[src/rtl/fib_multi_engine.sv]
// fib_multi_engine: iterative Fibonacci for NCH channels sharing one WIDTH-bit
// adder. Channels step round-robin, one term per cycle, then the per-channel
// results are accumulated into total_sum through the same adder.
module fib_multi_engine #(
  parameter int WIDTH = 32,
  parameter int NCH   = 2,
  parameter int NBITS = 8
) (
  input  logic                   clk,
  input  logic                   reset_button,
  input  logic                   start,
  input  logic [NCH*NBITS-1:0]   n_in,
  output logic                   busy,
  output logic                   done,
  output logic [NCH*WIDTH-1:0]   result,
  output logic [NCH-1:0]         overflow,
  output logic [WIDTH-1:0]       total_sum,
  output logic                   total_ovf
);

  localparam int CW = (NCH > 1) ? $clog2(NCH) : 1;

  typedef enum logic [1:0] {IDLE, RUN, SUM, DONE} state_t;

  state_t           state;
  logic [WIDTH-1:0] a_q   [NCH];
  logic [WIDTH-1:0] b_q   [NCH];
  logic [NBITS-1:0] cnt_q [NCH];
  logic [NCH-1:0]   aov_q;
  logic [NCH-1:0]   bov_q;
  logic [CW-1:0]    rr_q;
  logic [CW-1:0]    j_q;
  logic [WIDTH-1:0] acc_q;
  logic             tovf_q;

  logic [CW-1:0]    sel;
  logic             any_pend;
  logic [CW:0]      idx_w;
  logic [WIDTH-1:0] op_x;
  logic [WIDTH-1:0] op_y;
  logic [WIDTH:0]   add_s;

  // Cyclic successor of a channel index, used to advance the round-robin pointer.
  function automatic logic [CW-1:0] wrap_inc(input logic [CW-1:0] v);
    if (v == CW'(NCH - 1)) return '0;
    return v + 1'b1;
  endfunction

  // Pick the first channel with work left, searching cyclically from rr.
  always_comb begin
    any_pend = 1'b0;
    sel      = rr_q;
    idx_w    = '0;
    for (int k = 0; k < NCH; k++) begin
      idx_w = {1'b0, rr_q} + (CW+1)'(k);
      if (idx_w >= (CW+1)'(NCH)) idx_w = idx_w - (CW+1)'(NCH);
      if (!any_pend && (cnt_q[idx_w[CW-1:0]] != '0)) begin
        any_pend = 1'b1;
        sel      = idx_w[CW-1:0];
      end
    end
  end

  // Shared adder: Fibonacci step in RUN, accumulation of a_j in SUM.
  always_comb begin
    op_x = acc_q;
    op_y = a_q[j_q];
    if (state == RUN) begin
      op_x = a_q[sel];
      op_y = b_q[sel];
    end
    add_s = {1'b0, op_x} + {1'b0, op_y};
  end

  // Control FSM and datapath registers; b runs one term ahead of a, so only
  // the flag tracked alongside a is reported as overflow.
  always_ff @(posedge clk or posedge reset_button) begin
    if (reset_button) begin
      state  <= IDLE;
      busy   <= 1'b0;
      done   <= 1'b0;
      rr_q   <= '0;
      j_q    <= '0;
      acc_q  <= '0;
      tovf_q <= 1'b0;
      aov_q  <= '0;
      bov_q  <= '0;
      for (int k = 0; k < NCH; k++) begin
        a_q[k]   <= '0;
        b_q[k]   <= WIDTH'(1);
        cnt_q[k] <= '0;
      end
    end else begin
      done <= 1'b0;
      case (state)
        // load a new job; start is ignored in every other state
        IDLE: begin
          if (start) begin
            for (int k = 0; k < NCH; k++) begin
              a_q[k]   <= '0;
              b_q[k]   <= WIDTH'(1);
              cnt_q[k] <= n_in[k*NBITS +: NBITS];
            end
            aov_q  <= '0;
            bov_q  <= '0;
            rr_q   <= '0;
            j_q    <= '0;
            acc_q  <= '0;
            tovf_q <= 1'b0;
            busy   <= 1'b1;
            state  <= RUN;
          end
        end
        // one Fibonacci step per cycle for the selected channel
        RUN: begin
          if (any_pend) begin
            a_q[sel]   <= b_q[sel];
            b_q[sel]   <= add_s[WIDTH-1:0];
            aov_q[sel] <= bov_q[sel];
            bov_q[sel] <= bov_q[sel] | aov_q[sel] | add_s[WIDTH];
            cnt_q[sel] <= cnt_q[sel] - 1'b1;
            rr_q       <= wrap_inc(sel);
          end else begin
            j_q   <= '0;
            state <= SUM;
          end
        end
        // accumulate one channel result per cycle
        SUM: begin
          acc_q  <= add_s[WIDTH-1:0];
          tovf_q <= tovf_q | add_s[WIDTH] | aov_q[j_q];
          if (j_q == CW'(NCH - 1)) begin
            done  <= 1'b1;
            state <= DONE;
          end else begin
            j_q <= j_q + 1'b1;
          end
        end
        // done pulse cycle
        DONE: begin
          busy  <= 1'b0;
          state <= IDLE;
        end
        default: state <= IDLE;
      endcase
    end
  end

  // Results come straight from the a registers and their overflow flags.
  always_comb begin
    for (int k = 0; k < NCH; k++) begin
      result[k*WIDTH +: WIDTH] = a_q[k];
    end
    overflow  = aov_q;
    total_sum = acc_q;
    total_ovf = tovf_q;
  end

endmodule

[config.mk]
export PLATFORM = sky130hd
export DESIGN_NAME = fib_multi_engine
export DESIGN_NICKNAME = d
export VERILOG_FILES = /design/src/rtl/fib_multi_engine.sv
export SDC_FILE = /design/constraint.sdc
export NUM_CORES = 1
export LEC_CHECK = 0
export BUFFER_PORTS_ARGS = -buffer_cell sky130_fd_sc_hd__buf_2
export CORE_ASPECT_RATIO = 2
export CORE_UTILIZATION = 35
export CTS_CLUSTER_DIAMETER = 150
export DETAILED_ROUTE_END_ITERATION = 16
export PLACE_DENSITY = 0.63
export SLEW_MARGIN = 20
export SYNTH_ARGS = -nofsm -noshare
export SYNTH_HDL_FRONTEND = slang
export SYNTH_SLANG_ARGS = --single-unit
[constraint.sdc]
create_clock -name clk -period 7.18 [get_ports clk]
set_input_delay 0.359 -clock clk [delete_from_list [all_inputs] [get_ports clk]]
set_output_delay 0.359 -clock clk [all_outputs]
set_load 0.005 [all_outputs]
==> results of run 1 <==
-- through the flow --
step	hold WS [ns]	setup WS (ns)	util [%]	area [um^2]	std cells
final	-0.001979	1.710	40.79	11990	1509
after global routing	0.04091	1.130	40.79	11990	1509
after CTS	0.02530	1.676	40.78	11990	1509
after detailed placement	0.4854	1.689	38.63	11360	1477
after global placement	0.4735	1.759	38.63	11360	1477
after floorplan	0.4553	1.739	-	10430	1057
-- registers in the layout, indices dropped and copies added (netlist names) --
| name | cells |
|---|---|
| b_q | 64 |
| bov_q | 2 |
| busy | 1 |
| cnt_q | 16 |
| done | 1 |
| j_q | 1 |
| overflow | 2 |
| result | 64 |
| rr_q | 1 |
| state | 2 |
| total_ovf | 1 |
| total_sum | 32 |
-- worst max-delay path, stage by stage (launching register included) --
cell       delay [ns]
dfrtp_1          0.43
nor4_1           0.47
nand2_1          0.18
nor3_1           0.41
a21oi_2          0.15
a21oi_4          0.24
buf_4            0.40
mux2i_1          0.23
a21oi_1          0.08
ha_1             0.43
a2111oi_0        0.38
o21ai_0          0.17
a22oi_1          0.47
a211oi_1         0.19
o21ai_0          0.24
a21boi_0         0.17
a311oi_1         0.54
o21ai_0          0.14
-- layer usage --
metal	up-vias	global-route usage (%)	routed length, um
met2	180	38.27	16880
met5	-	0	0
met4	0	8.123	725
met3	41	3.333	1044
met1	4460	23.19	11770
li1	4106	-	-
-- how the worst min path moves through the flow --
| stage | end | from | cells past startpoint | slack (ns) |
|---|---|---|---|---|
| 6_report | cnt_q[9]$_DFFE_PP0P_ | reset_button | 2 | -0.002 |
| 5_1_grt | cnt_q[3]$_DFFE_PP0P_ | reset_button | 2 | 0.04 |
| 4_1_cts | done$_DFF_PP0_ | reset_button | 2 | 0.03 |
| 3_5_place_dp | b_q[0]$_DFFE_PP1P_ | b_q[0]$_DFFE_PP1P_ | 2 | 0.49 |
| 3_3_place_gp | b_q[0]$_DFFE_PP1P_ | b_q[0]$_DFFE_PP1P_ | 2 | 0.47 |
| 2_1_floorplan | b_q[0]$_DFFE_PP1P_ | b_q[0]$_DFFE_PP1P_ | 2 | 0.46 |
-- cell families after synthesis --
| kind of cell | after synthesis | share of synthesized area [%] |
|---|---|---|
| AND/OR/NAND/NOR | 231 | 10.64 |
| buffers and inverters | 100 | 3.717 |
| adder cells (fa/ha/maj) | 38 | 4.629 |
| flip-flops | 187 | 44.87 |
| multiplexers | 70 | 6.715 |
| AO/OA/AOI/OAI | 407 | 27.41 |
| XOR/XNOR | 24 | 2.015 |
-- cell usage in the layout (no fill, tap or decap), drive strengths merged, types with 6 or more instances in the layout --
master | netlist | layout
a22o | 134 | 134
mux2i | 70 | 70
nor3 | 16 | 16
nand2b | 7 | 7
buf | 14 | 132
a21oi | 111 | 111
inv | 24 | 25
o22a | 6 | 6
nor2b | 36 | 36
a211oi | 39 | 39
dfrtp | 185 | 185
xnor2 | 17 | 17
nand2 | 57 | 57
o211ai | 8 | 8
o21ai | 54 | 54
nor2 | 73 | 73
xor2 | 7 | 7
clkbuf | 62 | 22
ha | 37 | 37
a21o | 12 | 12
nand3 | 14 | 14
-- layout make-up --
cell class	instances	area, um^2
Fill cell	2959	17410
Multi-Input combinational cell	770	5431
Sequential cell	187	4683
Timing Repair Buffer	132	693.2
Clock buffer	22	464.2
Tap cell	364	455.4
Clock inverter	10	166.4
Inverter	24	97.59
==> metrics, run 1 <==
share of the synthesized area in the top cell type 44.37%; Crit Path Max Fanout 24; sequential area share after synthesis 44.87%; failing checks design-rule violations, negative hold slack; P&R area growth vs syn 14.93%; Final Hold Slack -0.001979 ns; Fin Setup TNS 0 ns; post-cts resize count 0; cells after synthesis 1057; Yosys top cell by area dfrtp_1; count leader, synth dfrtp_1; Hold WC Path Type input port to asynchronous set/reset pin; post-DP HPWL 20.81 mm; synth top area cells dfrtp_1, a22o_1, mux2i_1, a21oi_1, ha_1; layout cells sized above 1 15.98%; worst r2r src cnt_q[10]$_DFFE_PP0P_; # rows 89; fin crit share 76.19%; Fin. Hold Viols 7; Worst slew margin 28.14%; Worst setup SP type flip-flop; highest clock rate 182.8 MHz; drt total wl 30.42 mm; Clock Sinks 187; Critical Path Start cnt_q[10]$_DFFE_PP0P_; max_cap viols 0; most common flop cell mapped by yosys dfrtp_1; Synth cell types 59; Remaining DRCs 2; grt ovf 0; Die X 124.1 um; Core ar. 29400 um^2; cts hold-fix bufs 0; largest net degree at the start of global routing 92; Vias 8787; Worst Setup Path Type flip-flop to flip-flop; GRT Overall Usage 20.80%; CP Capture Point b_q[17]$_DFFE_PP0P_; Post-CTS Setup Bufs 0; Placer Congestion 0.8231; Post-layout nets 1189; CTS tree done; crit end category flip-flop; initial DRC count 495; Worst R2R End b_q[17]$_DFFE_PP0P_; syn_nets 1114; vias in the first global route 8927; post-layout min period 5.470 ns; status finished with violations; TritonRoute pass-1 iters 13; Root Buffer clkbuf_16; final setup fails 0; clk_lat worst skew 0.46 ns; die span in y 246.2 um; clock-pin slew of the registers on the worst-case setup and hold paths 0.07 ns; Setup Skew 0.01290 ns; first-pass GRT wire length 48.55 mm; Routed Antenna Nets 0; Critical Path RT 7.48 ns; initial antenna violation count 0; initial core utilization 35.49%; H-tree depth 4; worst slew pin tran 1.074 ns; Synth top cells by count dfrtp_1, a22o_1, a21oi_1; CTS Buf Count 17; Port Buf Inserts 119; n_diodes 0; WL/cell 20.16 um; Max Slew Vio Count 0; Post-Synthesis Cell Area 10430 um^2; DIE AREA 30550 um^2; number of synthesis warnings 0; clk buf depth 2; average size of a mapped cell 9.871 um^2; vias per cell 5.823; CP arrival 5.77 ns; reg-to-reg slack, setup 1.71 ns; EDFF count, synth 0; Reg2Reg Depth 17; post-synthesis register bit count 187; RSZ-0062 raised after global routing false; async set-reset flop share out of synthesis 100.0%; Ports 120
Power of run 1 is left out: the tool's default activity adds up to more than one toggle a clock period on the data nets, which glitch-free logic cannot reach.
==> run 2: changes to the inputs <==
--- a/config.mk
+++ b/config.mk
@@ -10,7 +10,7 @@
 export CORE_UTILIZATION = 35
 export CTS_CLUSTER_DIAMETER = 150
 export DETAILED_ROUTE_END_ITERATION = 16
-export PLACE_DENSITY = 0.63
+export PLACE_DENSITY = 0.65
 export SLEW_MARGIN = 20
 export SYNTH_ARGS = -nofsm -noshare
 export SYNTH_HDL_FRONTEND = slang
==> constraint.sdc (replaced) <==
create_clock -name clk -period 4.8 [get_ports clk]
set_input_delay 0.24 -clock clk [delete_from_list [all_inputs] [get_ports clk]]
set_output_delay 0.24 -clock clk [all_outputs]
set_load 0.005 [all_outputs]
==> run 2 against run 1 <==
Against the previous run:
- the flow finishes with violations (negative setup slack)
- clock-buffer cell count shrank 1
- worst setup slack got worse by 1.8 ns
- first-iteration DRC count increased by 34%
- register-to-register slack worse by 1.8 ns
- sequential share of layout area down 2.9 points
- flip-flop and latch count did not move
- maximum frequency is 12% higher
- non-clock buffer count grew 83
- wire length rose by 4.8%
- die area did not move
- clock skew down 0.0055 ns
- final area is 7.9% higher
- critical path type unchanged
==> metrics, run 2 (synthesis results as in run 1) <==
n_diodes 0 (unchanged); clk buf depth 2 (unchanged); DIE AREA 30550 um^2 (unchanged); dpl cell area 11960 um^2 (+5.3%); initial antenna violation count 0 (unchanged); Sequential Area 4683 um^2 (unchanged); critical path's top delay family compound AO/OA/AOI/OAI gates; initial core utilization 35.49% (unchanged); DP Cell Count 1548 (+4.8%); highest clock rate 204.8 MHz (+12%); fin crit share 101.7% (+26 points); worst r2r src cnt_q[0]$_DFFE_PP0P_; Routed Antenna Nets 0 (unchanged); failing checks negative setup slack; worst slew pin tran 1.091 ns (+0.01712 ns); Clock Sinks 187 (unchanged); RSZ-0062 raised after global routing true; Critical Path RT 5.18 ns (-2.30 ns); Critical Path Start cnt_q[0]$_DFFE_PP0P_; Worst slew margin 26.78% (-1.4 points); max_cap viols 0 (unchanged); # rows 89 (unchanged); Root Buffer clkbuf_16; final setup fails 9 (+9); first-pass GRT wire length 50.07 mm (+3.1%); GRT Overall Usage 21.34% (+0.54 points); Fin Setup TNS -0.4465 ns (-0.4465 ns); CTS Buf Count 17 (unchanged); vias per cell 5.841 (+0.31%); Die X 124.1 um (unchanged); Port Buf Inserts 119 (unchanged); Largest stage delay, worst path 0.44 ns (-0.10 ns); pre-CTS WS -0.2393 ns (-1.929 ns); CP max stage cell or4_4; design area 12940 um^2 (+7.9%); largest net degree at the start of global routing 137 (+49%); Worst setup SP type flip-flop; Worst Setup Path Type flip-flop to flip-flop; initial DRC count 661 (+34%); Post-layout nets 1272 (+7.0%); Multi-input gate area 5704 um^2 (+5.0%); Crit Path Max Fanout 9 (-63%); commonest non-fill, non-tap cell in the layout dfrtp_1; vias in the first global route 9486 (+6.3%); Remaining DRCs 0 (-2); Reg2Reg Depth 19 (+2); fin cells 1591 (+5.4%); status finished with violations; die span in y 246.2 um (unchanged); clk_lat worst skew 0.45 ns (about the same); clock-pin slew of the registers on the worst-case setup and hold paths 0.07 ns (about the same); Setup Skew 0.007370 ns (-0.005531 ns); Placer Congestion 0.8428 (+2.4%); CTS tree done; Core ar. 29400 um^2 (unchanged); post-DP HPWL 21.56 mm (+3.6%); P&R area growth vs syn 24.02%; post-layout min period 4.882 ns (-0.5881 ns); worst-path cell chain or3_4 -> or3_4 -> or4_4 -> a21oi_4 -> a21oi_4 -> buf_12 -> buf_4 -> mux2i_1 -> a21oi_1 -> ha_1 -> a21oi_1 -> o21ai_0 -> a221oi_1 -> o211ai_1 -> nand3_1 -> o211ai_1 -> a21bo_2 -> or3_1 -> nand3_1; H-tree depth 4 (unchanged); Max Slew Vio Count 0 (unchanged); Fin. Hold Viols 0 (-7); TritonRoute pass-1 iters 5 (-8); WL/cell 20.04 um (-0.60%); crit end category flip-flop; Buf+Inv Stages, Crit Path 2 (+1); layout cells sized above 1 24.86% (+8.9 points); CP arrival 5.27 ns (-0.50 ns); most frequent cells in the layout dfrtp_1, a22o_1, buf_2, a21oi_1, buf_4; Ports 120 (unchanged); Vias 9293 (+5.8%); Worst Slack Setup Final -0.08221 ns (-1.792 ns); grt ovf 0 (unchanged); Hold WC Path Type input port to asynchronous set/reset pin; fillers 2866 (-3.1%); drt total wl 31.88 mm (+4.8%); Critical Path Stages 19 (+2)
-- run 2: routing by layer --
metal | vias to the layer above | wire length (um) | global-route usage, %
met4 | 0 | 1131 | 9.489
met2 | 248 | 17330 | 38.43
met1 | 4708 | 12170 | 23.97
met3 | 71 | 1241 | 3.565
li1 | 4266 | - | -
met5 | - | 0 | 0
-- run 2: path summary, 6_finish.rpt --
path | endpoint | slack (ns)
worst max-delay path | total_sum[31]$_DFFE_PP0P_ | -0.08
worst min-delay path | rr_q$_DFFE_PP0P_ | 0.01
worst max register to register | total_sum[31]$_DFFE_PP0P_ | -0.08
worst min register to register | b_q[0]$_DFFE_PP1P_ | 0.49
max in group asynchronous | j_q$_DFFE_PP0P_ | 4.22
min in group clk | cnt_q[4]$_DFFE_PP0P_ | 0.02
-- run 2: tightest hold or removal path, cell delays in order --
cell and delay [ns]:
buf_2 0.11, clkinvlp_4 0.08, buf_12 0.52
-- run 2: cell type report --
class                           instances  share of cell area, %
Inverter                               24                 0.7252
Tap cell                              364                  3.520
Clock inverter                         10                 0.8992
Clock buffer                           21                  3.558
Timing Repair Buffer                  215                  11.02
Multi-Input combinational cell        770                  44.08
Sequential cell                       187                  36.19
-- run 2: what timing repair did --
action | in CTS | in global routing
setup endpoints to repair | 42 | 46
hold buffers | 0 | 0
resized for setup | 18 | 44
buffers inserted | 4 | 6
pin swaps | 9 | 19
cloned | 0 | 2
-- run 2: stage by stage --
stage | hold WS [ns] | util, %
finish | 0.01212 | 44.02
global route | 0.03063 | 44.02
CTS | 0.01897 | 42.96
detailed placement | 0.4740 | 40.68
global placement | 0.4745 | 40.68
floorplan | 0.3653 | -
Power of run 2 is left out for the same reason.
==> run 3: changes to the inputs <==
--- a/config.mk
+++ b/config.mk
@@ -11,6 +11,8 @@
 export CTS_CLUSTER_DIAMETER = 150
 export DETAILED_ROUTE_END_ITERATION = 16
 export PLACE_DENSITY = 0.65
+export RECOVER_POWER = 100
+export REMOVE_ABC_BUFFERS = 1
 export SLEW_MARGIN = 20
 export SYNTH_ARGS = -nofsm -noshare
 export SYNTH_HDL_FRONTEND = slang
==> run 3 against run 2 <==
Against the previous run:
- the flow finishes with violations (max-capacitance violations, max-slew violations)
- maximum frequency up 3.9%
- non-clock buffer count decreased by 25
- flip-flop and latch count is the same
- wire length is 1.2% lower
- sequential share of layout area increased by 0.92 points
- critical endpoint is now total_sum[28]$_DFFE_PP0P_
==> metrics, run 3 (synthesis results as in run 1) <==
failing checks max-capacitance violations, max-slew violations; initial DRC count 587 (-11%); Worst slew margin -45.78% (-73 points); Vias 9123 (-1.8%); Placer Congestion 0.8677 (+3.0%); Sequential Area 4683 um^2 (unchanged); post-DP HPWL 21.11 mm (-2.1%); max_cap viols 1 (+1); Fin. Hold Viols 0 (unchanged); crit end category flip-flop; vias per cell 5.822 (-0.33%); Max Slew Vio Count 99 (+99); Reg2Reg Depth 20 (+1); worst-path cell chain or3_4 -> or3_4 -> or4_4 -> a21oi_4 -> a21oi_4 -> buf_12 -> mux2i_2 -> a21oi_2 -> ha_1 -> a211oi_2 -> o21ai_2 -> a221o_1 -> a31oi_1 -> buf_4 -> o21ai_2 -> nor2_1 -> nand2_1 -> xor2_1 -> buf_4 -> a22o_1; Port Buf Inserts 119 (unchanged); Worst setup SP type flip-flop; Critical Path RT 5.14 ns (-0.04 ns); hold depth 2; P&R area growth vs syn 20.95%; DIE AREA 30550 um^2 (unchanged); Hold WC Path Type input port to flip-flop; Multi-input gate area 5615 um^2 (-1.6%); n_diodes 0 (unchanged); Post-layout nets 1247 (-2.0%); WL/cell 20.11 um (+0.34%); fin crit share 97.86% (-3.9 points); Buf+Inv Stages, Crit Path 3 (+1); most frequent cells in the layout dfrtp_1, a22o_1, a21oi_1, nor2_1, mux2i_1; worst slew pin tran 2.182 ns (+1.091 ns); largest net degree at the start of global routing 99 (-28%); CTS tree done; Setup Skew 0.009854 ns (+0.002484 ns); initial core utilization 35.49% (unchanged); Ports 120 (unchanged); Crit Path Max Fanout 17 (+8); first-pass GRT wire length 49.27 mm (-1.6%); commonest non-fill, non-tap cell in the layout dfrtp_1; Root Buffer clkbuf_16; grt ovf 0 (unchanged); critical path's top delay family compound AO/OA/AOI/OAI gates; RSZ-0062 raised after global routing true; layout cells sized above 1 18.12% (-6.7 points); H-tree depth 4 (unchanged); reg-to-reg slack, setup 0.10 ns (+0.19 ns); CP max stage cell or4_4; Remaining DRCs 0 (unchanged); Die X 124.1 um (unchanged); clock-pin slew of the registers on the worst-case setup and hold paths 0.07 ns (about the same); clk_lat worst skew 0.45 ns (about the same); # rows 89 (unchanged); GRT Overall Usage 21.23% (-0.11 points); clk buf depth 2 (unchanged); initial antenna violation count 0 (unchanged); status finished with violations; TritonRoute pass-1 iters 5 (unchanged); die span in y 246.2 um (unchanged); CTS Buf Count 17 (unchanged); design area 12620 um^2 (-2.5%); dpl cell area 11790 um^2 (-1.4%); drt total wl 31.51 mm (-1.2%); Critical Path Stages 20 (+1); Clock Sinks 187 (unchanged); Largest stage delay, worst path 0.45 ns (about the same); Routed Antenna Nets 0 (unchanged); highest clock rate 212.9 MHz (+3.9%); fillers 2893 (+0.94%); post-layout min period 4.697 ns (-0.1850 ns); Worst Setup Path Type flip-flop to flip-flop; CP arrival 5.04 ns (-0.23 ns); vias in the first global route 9267 (-2.3%); Final Hold Slack 0.02996 ns (+0.01784 ns); final setup fails 0 (-9); Core ar. 29400 um^2 (unchanged)
run 3: changes by cell type in the layout (fill, tap and decap cells not counted), moves of 3 or more:
| cell | delta |
|---|---|
| buf_2 | -57 |
| buf_4 | -30 |
| clkbuf_1 | +58 |
| xnor2_1 | +3 |
| xnor2_2 | -3 |
| buf_6 | +3 |
run 3: per-stage QoR:
stage,instances,util [%],setup TNS (ns),worst slack [ns]
detailed placement,1526,40.10,-0.6837,-0.1195
global route,1567,42.93,-0.8285,-0.08864
floorplan,981,-,-545.75,-4.128
finish,1567,42.93,0,0.1028
global placement,1526,40.10,-0.04799,-0.01289
CTS,1561,42.42,0,0.004639
run 3: path summary, 6_finish.rpt:
check | startpoint | endpoint
worst max-delay path | cnt_q[0]$_DFFE_PP0P_ | total_sum[28]$_DFFE_PP0P_
worst min-delay path | n_in[8] | cnt_q[0]$_DFFE_PP0P_
worst max register to register | cnt_q[0]$_DFFE_PP0P_ | total_sum[28]$_DFFE_PP0P_
worst min register to register | b_q[0]$_DFFE_PP1P_ | b_q[0]$_DFFE_PP1P_
max in group asynchronous | reset_button | j_q$_DFFE_PP0P_
min in group asynchronous | reset_button | total_sum[10]$_DFFE_PP0P_
run 3: final cells by class:
type / count / share of cell area [%]
clock buffer: 22 / 3.678
clock inverter: 10 / 1.299
inverter: 24 / 0.7436
multi-input combinational: 770 / 44.50
sequential: 187 / 37.11
tap: 364 / 3.609
timing repair buffer: 190 / 9.062
run 3: layer usage:
metal	global-route usage (%)	part of all wire [%]	wire length, um	up-vias
met5	0	0	0	-
met4	13.27	4.5	1423	0
met3	3.333	3.8	1191	69
met2	37.98	55	17180	234
met1	22.58	37	11710	4615
li1	-	-	-	4205
run 3: repair_timing:
item | in CTS | in global routing
gates resized for setup | 9 | 48
endpoints found under the setup margin | 28 | 45
endpoints found under the hold margin | 96 | 0
setup buffers | 1 | 6
pin swaps | 1 | 24
hold buffers | 2 | 0
run 3: worst register-to-register path, delay by kind of cell, from the launching register on:
family / cells / cell delay, ns
muxes: 1 / 0.22
DFF: 1 / 0.38
buffers and inverters: 3 / 0.50
and+or+nand+nor: 5 / 1.44
xor gates and xnor gates: 1 / 0.16
AOI/OAI and AO/OA: 9 / 1.54
adders and majority gates: 1 / 0.34
Power of run 3 is left out for the same reason.
